## src/rtl/ifetch_pkg.sv

```systemverilog
// Shared definitions for the instruction-fetch stage: FSM state encoding,
// default NOP word and the wait-counter width.
package ifetch_pkg;

    localparam int IF_STATE_W    = 3;
    localparam int IF_WAIT_CTR_W = 8;

    typedef enum logic [IF_STATE_W-1:0] {
        IF_IDLE    = 3'd0,
        IF_REQ     = 3'd1,
        IF_WAIT    = 3'd2,
        IF_VALID   = 3'd3,
        IF_DISCARD = 3'd4
    } if_state_e;

    localparam logic [31:0] IF_NOP_INSTR = 32'h0000_0000;

    // Instruction memory is word addressed; the low byte-offset bits are dropped.
    function automatic logic [31:0] word_align(input logic [31:0] addr);
        return addr & 32'hFFFF_FFFC;
    endfunction

endpackage

```

## src/rtl/if_timeout_ctr.sv

```systemverilog
// Wait-cycle counter for the fetch stage: counts WAIT/DISCARD cycles and flags
// the cycle on which the response has been outstanding TIMEOUT_CYCLES cycles.
module if_timeout_ctr
    import ifetch_pkg::*;
#(
    parameter int TIMEOUT_CYCLES = 16
) (
    input  logic clk,
    input  logic rst_n,
    input  logic clear,
    input  logic inc,
    output logic expired
);

    localparam logic [IF_WAIT_CTR_W-1:0] LAST_COUNT = IF_WAIT_CTR_W'(TIMEOUT_CYCLES - 1);

    logic [IF_WAIT_CTR_W-1:0] count_q;
    logic [IF_WAIT_CTR_W-1:0] count_d;

    always_comb begin
        count_d = count_q;
        if (clear) begin
            count_d = '0;
        end else if (inc && (count_q != {IF_WAIT_CTR_W{1'b1}})) begin
            count_d = count_q + 1'b1;
        end
    end

    assign expired = inc && !clear && (count_q == LAST_COUNT);

    always_ff @(posedge clk) begin
        if (!rst_n) begin
            count_q <= '0;
        end else begin
            count_q <= count_d;
        end
    end

endmodule

```

## src/rtl/ifetch_unit.sv

```systemverilog
// Instruction-fetch stage: one outstanding request, flush support, stall feedback.
// Optional response timeout with sticky fetchFault when IFETCH_TIMEOUT_EN is defined.
module ifetch_unit
    import ifetch_pkg::*;
#(
    parameter logic [31:0] RESET_PC       = 32'h0000_0000,
    parameter logic [31:0] NOP_INSTR      = IF_NOP_INSTR,
    parameter int          TIMEOUT_CYCLES = 16
) (
    input  logic        clk,
    input  logic        rst_n,
    input  logic [31:0] nextPC,
    input  logic        flush,
    input  logic        decodeStall,
    output logic        memReq,
    output logic [31:0] memAddr,
    input  logic        memReady,
    input  logic        memRvalid,
    input  logic [31:0] memRdata,
    output logic [31:0] instr,
    output logic [31:0] instrPC,
    output logic        instrValid,
    output logic [31:0] PC,
    output logic        stall,
    output logic        fetchFault
);

    if_state_e   state_q, state_d;
    logic [31:0] pc_q, pc_d;
    logic        mem_req_q, mem_req_d;
    logic [31:0] mem_addr_q, mem_addr_d;
    logic [31:0] instr_q, instr_d;
    logic [31:0] instr_pc_q, instr_pc_d;
    logic        instr_valid_q, instr_valid_d;
    logic        first_q, first_d;
    logic [31:0] fetch_addr;
    logic        timeout_hit;
    logic        timeout_fire;

    always_comb begin
        state_d       = state_q;
        pc_d          = pc_q;
        mem_req_d     = mem_req_q;
        mem_addr_d    = mem_addr_q;
        instr_d       = instr_q;
        instr_pc_d    = instr_pc_q;
        instr_valid_d = instr_valid_q;
        first_d       = first_q;
        timeout_fire  = 1'b0;
        // The very first fetch after reset ignores nextPC.
        fetch_addr    = first_q ? word_align(RESET_PC) : word_align(nextPC);

        case (state_q)
            IF_IDLE: begin
                if (flush) begin
                    mem_req_d     = 1'b0;
                    instr_valid_d = 1'b0;
                    instr_d       = NOP_INSTR;
                end else begin
                    pc_d       = fetch_addr;
                    mem_addr_d = fetch_addr;
                    mem_req_d  = 1'b1;
                    first_d    = 1'b0;
                    state_d    = IF_REQ;
                end
            end
            IF_REQ: begin
                // An accepted request still owes a response, so a flush must drain it.
                if (memReady) begin
                    mem_req_d = 1'b0;
                    state_d   = flush ? IF_DISCARD : IF_WAIT;
                end else if (flush) begin
                    mem_req_d = 1'b0;
                    state_d   = IF_IDLE;
                end
            end
            IF_WAIT: begin
                if (flush) begin
                    state_d = memRvalid ? IF_IDLE : IF_DISCARD;
                end else if (memRvalid) begin
                    instr_d       = memRdata;
                    instr_pc_d    = pc_q;
                    instr_valid_d = 1'b1;
                    state_d       = IF_VALID;
                end else if (timeout_hit) begin
                    timeout_fire = 1'b1;
                    state_d      = IF_IDLE;
                end
            end
            IF_VALID: begin
                if (flush || !decodeStall) begin
                    instr_valid_d = 1'b0;
                    instr_d       = NOP_INSTR;
                    state_d       = IF_IDLE;
                end
            end
            IF_DISCARD: begin
                if (memRvalid) begin
                    state_d = IF_IDLE;
                end else if (timeout_hit) begin
                    timeout_fire = 1'b1;
                    state_d      = IF_IDLE;
                end
            end
            default: begin
                mem_req_d     = 1'b0;
                instr_valid_d = 1'b0;
                instr_d       = NOP_INSTR;
                state_d       = IF_IDLE;
            end
        endcase
    end

    always_ff @(posedge clk) begin
        if (!rst_n) begin
            state_q       <= IF_IDLE;
            pc_q          <= RESET_PC;
            mem_req_q     <= 1'b0;
            mem_addr_q    <= word_align(RESET_PC);
            instr_q       <= NOP_INSTR;
            instr_pc_q    <= 32'h0000_0000;
            instr_valid_q <= 1'b0;
            first_q       <= 1'b1;
        end else begin
            state_q       <= state_d;
            pc_q          <= pc_d;
            mem_req_q     <= mem_req_d;
            mem_addr_q    <= mem_addr_d;
            instr_q       <= instr_d;
            instr_pc_q    <= instr_pc_d;
            instr_valid_q <= instr_valid_d;
            first_q       <= first_d;
        end
    end

`ifdef IFETCH_TIMEOUT_EN
    logic wait_clear;
    logic wait_inc;
    logic fault_q, fault_d;

    assign wait_clear = (state_q == IF_REQ) && memReady;
    assign wait_inc   = (state_q == IF_WAIT) || (state_q == IF_DISCARD);
    assign fault_d    = fault_q | timeout_fire;

    if_timeout_ctr #(
        .TIMEOUT_CYCLES(TIMEOUT_CYCLES)
    ) u_timeout (
        .clk    (clk),
        .rst_n  (rst_n),
        .clear  (wait_clear),
        .inc    (wait_inc),
        .expired(timeout_hit)
    );

    always_ff @(posedge clk) begin
        if (!rst_n) begin
            fault_q <= 1'b0;
        end else begin
            fault_q <= fault_d;
        end
    end

    assign fetchFault = fault_q;
`else
    logic unused_timeout;

    assign timeout_hit    = 1'b0;
    assign fetchFault     = 1'b0;
    assign unused_timeout = ^{timeout_fire, 32'(TIMEOUT_CYCLES)};
`endif

    // PC control advances only when decode takes the instruction this cycle.
    assign stall      = !((state_q == IF_VALID) && !decodeStall);
    assign memReq     = mem_req_q;
    assign memAddr    = mem_addr_q;
    assign instr      = instr_q;
    assign instrPC    = instr_pc_q;
    assign instrValid = instr_valid_q;
    assign PC         = pc_q;

endmodule

```

## config.mk

```make
export PLATFORM = sky130hd
export DESIGN_NAME = ifetch_unit
export DESIGN_NICKNAME = d
export VERILOG_FILES = /design/src/rtl/ifetch_pkg.sv /design/src/rtl/if_timeout_ctr.sv /design/src/rtl/ifetch_unit.sv
export SDC_FILE = /design/constraint.sdc
export NUM_CORES = 1
export LEC_CHECK = 0
export BUFFER_PORTS_ARGS = -buffer_cell sky130_fd_sc_hd__buf_4
export CAP_MARGIN = 30
export CORE_MARGIN = 5
export CORE_UTILIZATION = 51
export CTS_BUF_LIST = sky130_fd_sc_hd__clkbuf_2
export DETAILED_ROUTE_END_ITERATION = 8
export PLACE_DENSITY = 0.84
export REMOVE_ABC_BUFFERS = 1
export SLEW_MARGIN = 10
export SYNTH_ARGS = -nofsm -noshare
export SYNTH_HDL_FRONTEND = slang
export SYNTH_SLANG_ARGS = --single-unit
```

## constraint.sdc

```tcl
create_clock -name clk -period 2.9 [get_ports clk]
set_clock_uncertainty 0.15 [all_clocks]
set_input_delay 0.29 -clock clk [delete_from_list [all_inputs] [get_ports clk]]
set_output_delay 0.29 -clock clk [all_outputs]
set_load 0.01 [all_outputs]
```

* Word level (Yosys, flattened, before mapping)
Index checks and enable logic that the tools add are counted.
** Word-level totals
- Output and inout bits :: 132
- Memories kept :: 0
- Bits in writable memories :: 0
- Memory bits (read-only) :: 0
- Bits in latches :: 0
- Bits of input ports :: 70
- Register bits :: 102
** Operators by class
- Eq/ne operators :: 12
- Muxes and demuxes :: 24
- $mul :: 0
- Bitwise gates (word level) :: 3
- Shift operators :: 0
- Reduce and logical (&&, ||, !) cells :: 12
- Add/subtract/negate cells :: 0
- Magnitude comparators :: 0
- Div/mod/pow operators :: 0
** Operators by type and width (number)
- two-way mux 32 bit :: 5
- case mux 32 bit (4 select lines) :: 1
- two-way mux 3 bit :: 9
- case mux 3 bit (5 select lines) :: 1
- != test 2 bit, second input constant :: 6
- AND reduction 5 bit :: 2
- == test 3 x 2 -> 1 bit, second input constant :: 2
- two-way mux 1 bit :: 6
- != test 3 bit, second input constant :: 2
- case mux 1 bit (4 select lines) :: 1
- AND reduction 2 bit :: 2
- == test 3 x 1 -> 1 bit, second input constant :: 1
- == test 3 bit, second input constant :: 1
- zero test 3 bit :: 1
- inverter 1 bit :: 3
- case mux 1 bit (3 select lines) :: 1
- AND reduction 3 bit :: 1
- OR reduction 3 bit :: 1
- zero test 1 bit :: 2
- OR reduction 2 bit :: 1
- logical AND 1 bit :: 1
- logical OR 1 bit :: 1

* Longest topological paths before layout
Gate-level depths: netlist of run 1.
- Word-level depth :: 4
- Depth in mapped cells :: 7
- Depth with buffers taken out :: 4

* Worst setup path before layout of run 1
Ideal clock, no wire load.
- Kind :: register to register
- Start :: reg state_q[2]
- End :: reg mem_addr_q[2] (netlist: memAddr[2])
- Clock period less this slack :: 1.669 ns
- Slack :: 1.231 ns
- Data required time :: 2.685 ns
- Stages on the path, launching flop included :: 8
- Path buffers :: 3
- Arrival time :: 1.454 ns
- Library setup time :: 0.065 ns
- Cells stage by stage :: dfxtp_1 buf_6 or4_4 buf_6 buf_6 nor3b_2 a21oi_1 nor2_1
** On the way
- Longest elaborated chain between the ends :: 2
** Ends and longest elaborated chain
- start: declaration :: line ifetch_unit.sv:28 : if_state_e state_q, state_d;
- start signal: assignment :: line ifetch_unit.sv:125 : state_q <= state_d;
- zero test 3 bit :: line ifetch_unit.sv:53 : case (state_q)
- AND reduction 2 bit (no line)
- end signal: assignment :: line ifetch_unit.sv:119 : mem_addr_q <= word_align(RESET_PC);
- end signal: assignment :: line ifetch_unit.sv:128 : mem_addr_q <= mem_addr_d;
- end: declaration :: line ifetch_unit.sv:31 : logic [31:0] mem_addr_q, mem_addr_d;
Every way passes these cells.
A chain may end at the register's enable or synchronous reset.

* Worst setup path after layout of run 1
- Start :: reg state_q[1]
- End :: reg mem_addr_q[23] (netlist: memAddr[23])
Same word-level chain as after synthesis.

==> results.ini, run 1 <==
[status]
status=finished, final reports clean

[cts]
holdBufCountCts=64
cts_root_buf=clkbuf_2
cts_tree=done
htree_levels=3
cts_buffers=9
cts_resized=0
cts_sinks=98
cts_buffer_depth=2
clk_latency_ps=510
path_clk_slew_ps=240
cts_setup_buffers=0

[yosys]
ys_types=34
yosysSeqAreaShare=0.4704
synth_area_leaders=dfxtp_1, nand2_1, nor3b_2, a21oi_1, buf_4
ys_ff_latch=98
synthesis.area_um2=4170
synth_cells=497
netlist.area_leader.share=0.4704
ys_warn_count=0
synth.largest_area_cell=dfxtp_1
syn_area_per_cell_um2=8.391

[place]
portBuffers=192
gp_congestion=0.8686
postPlaceCellArea_um2=5348
post-dp-hpwl_mm=7.927

[drt]
ant_nets=0
wl_per_cell_um=16.63
vias_per_cell=5.260
drtIter0Drc=147
firstDrtPassIters=6
num_vias=4261
wirelength_mm=13.47
route.detailed.drc=0

[timing]
drv_slew=0
hold_violations=0
rsz0062_at_grt=no
fin_tns_setup_ps=0
min_period_ps=2286
fin_crit_sh=0.7881
finalSetupViolCount=0
relSlewSlack=0.4543
fmax_ghz=0.4375
tightest_slew_ps=818.6

[floorplan]
fp.dieW_um=100.4
core_um2=8093
rows=33
die_h_um=100.4
start_util=0.5153
fp.dieArea_um2=10090
ios=202

[cells_and_area]
drive_above_1_share=0.3551
final_common_cell=buf_4
n_fill_cell=505
final_area_um2=6127
fin_nets=769
area_delta_synth_final_pct=46.92
most-common-layout-cells=buf_4, nand2_1, dfxtp_1, dlygate4sd3_1, a21oi_1

[pwr]
ir_drop_v=0.0002735
netSwitchingPower_mw=0.7448
sw_frac_of_total=0.2897
p_seq_frac=0.559
pwr-share-clk=0.250
power-per-cell-area_nw_per_um2=419.6
p_int_mw=1.826
p_comb_frac=0.191
p_leak_nw=2.578

[global_route]
grt_pass1_vias=4157
grt_max_degree=68
antenna_found_initial=0
grt_first_pass_wirelength_mm=21.26
track_usage=0.2619
grt_overflow=0

[worst_setup_path]
cp_top_family=simple AND/OR/NAND/NOR gates
path_class=flop to flop
worstPathArrival_ps=2580
max_stage_delay_ps=950
critPathSlowestCell=or4_4
start_kind=flop
worst-path-max-fanout=61
cp-end-kind=flop
worst_ep_required_time_ps=3190
worst-path-buf-inv=0
critical_path.cell_chain=or4_4 -> nor3b_2 -> a21oi_1 -> nor2_1

[hold_path]
hold_class=input port to flop

[job]
maxCapViolCount=0

-- cells in the mapped netlist, drive strengths merged --
cell type	number
a2bb2oi	1
a21oi	63
and4b	1
nor3b	30
a211o	1
nand3	33
o221ai	1
buf	59
and3	2
nor2	36
inv	1
nand2	98
nor4b	1
a32o	1
and2	1
nor2b	3
or3	1
or4	1
o22ai	1
nor4	1
o22a	1
o32a	1
dfxtp	98
o21ai	36
a22o	1
clkbuf	19
nand2b	2
mux2	1
conb	1
a2111oi	1
-- routing by layer --
layer | global-route usage | share of wire | vias up | routed length [µm]
li1 | - | - | 2019 | -
met1 | 0.3139 | 0.39 | 2002 | 5252
met2 | 0.4419 | 0.48 | 221 | 6458
met3 | 0.08478 | 0.11 | 19 | 1523
met4 | 0.08912 | 0.017 | 0 | 235
met5 | 0 | 0 | - | 0
-- stage by stage --
step                      worst slack, ps    util  total power [mW]  cells  hold slack (ps)
after global placement              842.4  0.6608             1.848    728            291.9
after CTS                           654.7  0.7543             2.566    808           0.2643
after detailed placement            802.3  0.6608             1.861    728            297.1
after global routing                508.0  0.7568             2.686    809            14.57
final                               614.4  0.7571             2.571    810            26.29
after floorplan                     563.7       -             1.642    425            201.9
-- path summary, 6_finish.rpt --
| path | start | end | slack, ps | depth (start not counted) |
|---|---|---|---|---|
| worst max-delay path | state_q[1] | memAddr[23] | 610 | 4 |
| worst min-delay path | nextPC[28] | memAddr[28] | 30 | 4 |
| worst max register to register | state_q[1] | memAddr[23] | 610 | 4 |
| worst min register to register | instrPC[30] | instrPC[30] | 320 | 2 |
-- worst reg2reg max path, cell delays in order (launching register included) --
cell and delay (ps):
dfxtp_1 510, or4_4 950, nor3b_2 410, a21oi_1 90, nor2_1 130
-- state kept, by name, indices dropped and copies added (netlist names) --
signal,cells
memAddr,30
state_q,3
instrValid,1
instr,32
memReq,1
instrPC,30
first_q,1
-- power by group through the flow --
stage / combinational, mW / sequential (mW) / clock (mW)
finish: 0.490 / 1.44 / 0.642
global route: 0.532 / 1.44 / 0.709
CTS: 0.453 / 1.45 / 0.660
detailed placement: 0.383 / 1.48 / 0
global placement: 0.373 / 1.47 / 0
floorplan: 0.163 / 1.48 / 0
-- kinds of logic after synthesis --
logic type | count (synthesis) | share of synthesized area
AOI/OAI and AO/OA | 108 | 0.1377
and+or+nand+nor | 210 | 0.2712
DFF | 98 | 0.4704
other | 1 | 0.0008992
buffers and inverters | 79 | 0.1170
muxes | 1 | 0.002700
-- cell type report --
cell class              count  area (µm²)  area share
repair buffers            263        2160      0.3525
flip-flops and latches     98        1963      0.3204
multi-input cells         326        1750      0.2857
well taps                 105       131.4     0.02144
clock inverters             6       66.31     0.01082
clock buffers              10       50.05    0.008168
inverters                   1       3.754   0.0006126
diodes                      1       2.502   0.0004084
(Power assumes the default switching activity.)
==> run 2, diff against run 1 <==
--- a/config.mk
+++ b/config.mk
@@ -5,13 +5,14 @@
 export SDC_FILE = /design/constraint.sdc
 export NUM_CORES = 1
 export LEC_CHECK = 0
+export ABC_AREA = 1
 export BUFFER_PORTS_ARGS = -buffer_cell sky130_fd_sc_hd__buf_4
 export CAP_MARGIN = 30
 export CORE_MARGIN = 5
-export CORE_UTILIZATION = 51
+export CORE_UTILIZATION = 42
 export CTS_BUF_LIST = sky130_fd_sc_hd__clkbuf_2
 export DETAILED_ROUTE_END_ITERATION = 8
-export PLACE_DENSITY = 0.84
+export PLACE_DENSITY = 0.75
 export REMOVE_ABC_BUFFERS = 1
 export SLEW_MARGIN = 10
 export SYNTH_ARGS = -nofsm -noshare
==> constraint.sdc (replaced) <==
create_clock -name clk -period 2.1 [get_ports clk]
set_clock_uncertainty 0.15 [all_clocks]
set_input_delay 0.21 -clock clk [delete_from_list [all_inputs] [get_ports clk]]
set_output_delay 0.21 -clock clk [all_outputs]
set_load 0.01 [all_outputs]
==> run 2 against run 1 <==
Hold slack improved by 95 ps. Maximum frequency is 14% higher. Largest cell class unchanged. Sequential cell count unchanged. Synthesized cell count increased by 1.2%. Core utilization down 9.2 points.
==> results.ini, run 2 <==
[timing]
fin_tns_setup_ps=0  ; unchanged
hold-worst-slack_ps=121.5  ; was 26.29 ps
hold_violations=0  ; unchanged
min_period_ps=2012  ; was 2286 ps
finalSetupViolCount=0  ; unchanged
drv_slew=0  ; unchanged
rsz0062_at_grt=yes  ; was no
fmax_ghz=0.4970  ; was 0.4375 GHz
worst_slack_ps=87.87  ; was 614.4 ps
fin_crit_sh=0.9582  ; was 0.7881

[worst_setup_path]
start_kind=flop  ; unchanged
worstPathArrival_ps=2350  ; was 2580 ps
reg2reg_slack_ps=90  ; was 610 ps
worst-path-max-fanout=5  ; was 61
cp-end-kind=flop  ; unchanged
path_class=flop to flop  ; unchanged
worst_ep_required_time_ps=2440  ; was 3190 ps

[cells_and_area]
n_fill_cell=736  ; was 505
multi_input_area_um2=1468  ; was 1750 µm²
drive_above_1_share=0.3235  ; was 0.3551
stdcell_count=853  ; was 810
antennaDiodeCount=0  ; was 1
seq_area_um2=1968  ; was 1963 µm²
largest_reg_flops=32  ; unchanged
most-common-layout-cells=buf_4, nand2_1, dfxtp_1, dlygate4sd3_1, nor2_1  ; was buf_4, nand2_1, dfxtp_1, dlygate4sd3_1, a21oi_1
final_common_cell=buf_4  ; unchanged
utilization=0.6651  ; was 0.7571
final_area_um2=6087  ; was 6127 µm²
area_delta_synth_final_pct=56.08  ; was 46.92%
fin_nets=807  ; was 769

[yosys]
ys_types=21  ; was 34
synth_cells=503  ; was 497
syn_area_per_cell_um2=7.753  ; was 8.391 µm²
async_flop_share=0  ; unchanged
synthAdderAreaFrac=0  ; unchanged
synth-compound-area-share=0.1309  ; was 0.1377
ys_ff_latch=98  ; unchanged
synth.largest_area_cell=dfxtp_1  ; unchanged
synth-simple-area-share=0.2380  ; was 0.2712
yosysMostFrequentCell=nand2_1
synth_xor_area_frac=0  ; unchanged
synth_commonest_cells=nand2_1, dfxtp_1, nor2_1  ; was dfxtp_1, nand2_1, a21oi_1
ys_warn_count=0  ; unchanged
yosysSeqAreaShare=0.5030  ; was 0.4704
synth_top_family_by_area=simple AND/OR/NAND/NOR gates  ; unchanged
synth_edf_count=0  ; unchanged
synthMuxAreaShare=0  ; was 0.002700
synth_area_leaders=dfxtp_1, nand2_1, a21oi_1, buf_4, nor2_1  ; was dfxtp_1, nand2_1, nor3b_2, a21oi_1, buf_4
synthFlopType=dfxtp_1  ; unchanged
netlist.area_leader.share=0.5030  ; was 0.4704
synthesis.area_um2=3900  ; was 4170 µm²

[place]
post-dp-hpwl_mm=7.773  ; was 7.927 mm
dp_cells=754  ; was 728
portBuffers=192  ; unchanged
place_ws_ps=334.3  ; was 802.3 ps
gp_congestion=0.8720  ; was 0.8686
postPlaceCellArea_um2=5145  ; was 5348 µm²

[drt]
ant_nets=0  ; unchanged
wl_met3_um=887  ; was 1.523 mm
num_vias=4108  ; was 4261
vias_per_cell=4.816  ; was 5.260
wirelength_mm=12.11  ; was 13.47 mm
drtIter0Drc=207  ; was 147
firstDrtPassIters=6  ; unchanged
dr_wl_met2_mm=6.186  ; was 6.458 mm
top_layer=met4  ; unchanged
met1_length_mm=4.859  ; was 5.252 mm
wl_per_cell_um=14.20  ; was 16.63 µm
route.detailed.drc=0  ; unchanged

[cts]
cts_tree=done  ; unchanged
cts_sinks=98  ; unchanged
cts_root_buf=clkbuf_2  ; unchanged
cts_buffer_depth=2  ; unchanged
htree_levels=3  ; unchanged
cts_buffers=9  ; unchanged
path_clk_slew_ps=280  ; was 240 ps
clk_latency_ps=520  ; was 510 ps

[job]
maxCapViolCount=0  ; unchanged

[floorplan]
die_h_um=106.4  ; was 100.4 µm
start_util=0.4261  ; was 0.5153
core_um2=9153  ; was 8093 µm²
fp.dieW_um=106.4  ; was 100.4 µm
ios=202  ; unchanged
rows=35  ; was 33
fp.dieArea_um2=11310  ; was 10090 µm²

[pwr]
totalPowerFinal_mw=4.771  ; was 2.571 mW
power-per-cell-area_nw_per_um2=783.8  ; was 419.6 nW/µm²
p_leak_nw=2.678  ; was 2.578 nW
ir_drop_v=0.0003909  ; was 0.0002735 V

[global_route]
grt_max_degree=44  ; was 68
track_usage=0.2099  ; was 0.2619
antenna_found_initial=0  ; unchanged
grt_pass1_vias=3991  ; was 4157
grt_first_pass_wirelength_mm=19.23  ; was 21.26 mm
grt_overflow=0  ; unchanged

[hold_path]
hold_class=input port to flop  ; unchanged

[status]
status=finished, final reports clean  ; unchanged

==> run 2: cell types whose count changed after synthesis, moves of 4 or more <==
cell,before,now
nor2_1,36,72
nor3b_2,29,0
nand2_1,98,108
buf_2,12,6
buf_1,5,0
inv_2,0,5
nand3_1,33,38
inv_1,1,5
==> run 2: repair_timing <==
item | CTS | global route
hold buffers | 78 | 0
endpoints found under the hold margin | 97 | 0
setup endpoints to repair | 0 | 11
setup buffers | 0 | 5
resized for setup | 0 | 12
==> run 2: critical path, stage by stage, from the launching register on <==
cell           delay [ps]
dfxtp_4               430
nor2_4                140
nand2_2                80
nor2_4                210
buf_2                 190
nand3_1                80
dlygate4sd3_1         580
a21oi_1               120
==> run 2: report_power, final <==
part	total (mW)	internal, mW	switching (mW)
Sequential	2.18	2.03	0.143
Clock	0.808	0.167	0.641
Combinational	1.79	0.809	0.977
Total	4.77	3.01	1.76
==> run 2: path summary, 6_finish.rpt <==
path	end	cells after the start	start
min reg2reg	instr[2]	2	instr[2]
min	state_q[0]	6	decodeStall
max	memAddr[16]	7	state_q[2]
max reg2reg	memAddr[16]	7	state_q[2]
==> run 2: area by class of cell <==
cell class	instances	share of cell area
timing repair buffer	285	0.3907
inverter	10	0.006166
clock inverter	7	0.008428
tap	111	0.02282
sequential	98	0.3233
clock buffer	9	0.007400
multi-input combinational	333	0.2411
==> run 2: per-layer routing <==
| layer | GRT usage | up-vias |
|---|---|---|
| li1 | - | 2047 |
| met1 | 0.2348 | 1888 |
| met2 | 0.3873 | 159 |
| met3 | 0.06011 | 14 |
| met4 | 0.05550 | 0 |
| met5 | 0 | - |
==> run 2: logic make-up (layout without fill, tap and decap cells) <==
group | Yosys count | after routing
AND/OR/NAND/NOR | 225 | 225
AO/OA/AOI/OAI | 101 | 101
flip-flops | 98 | 98
buffers and inverters | 78 | 311
other | 1 | 7
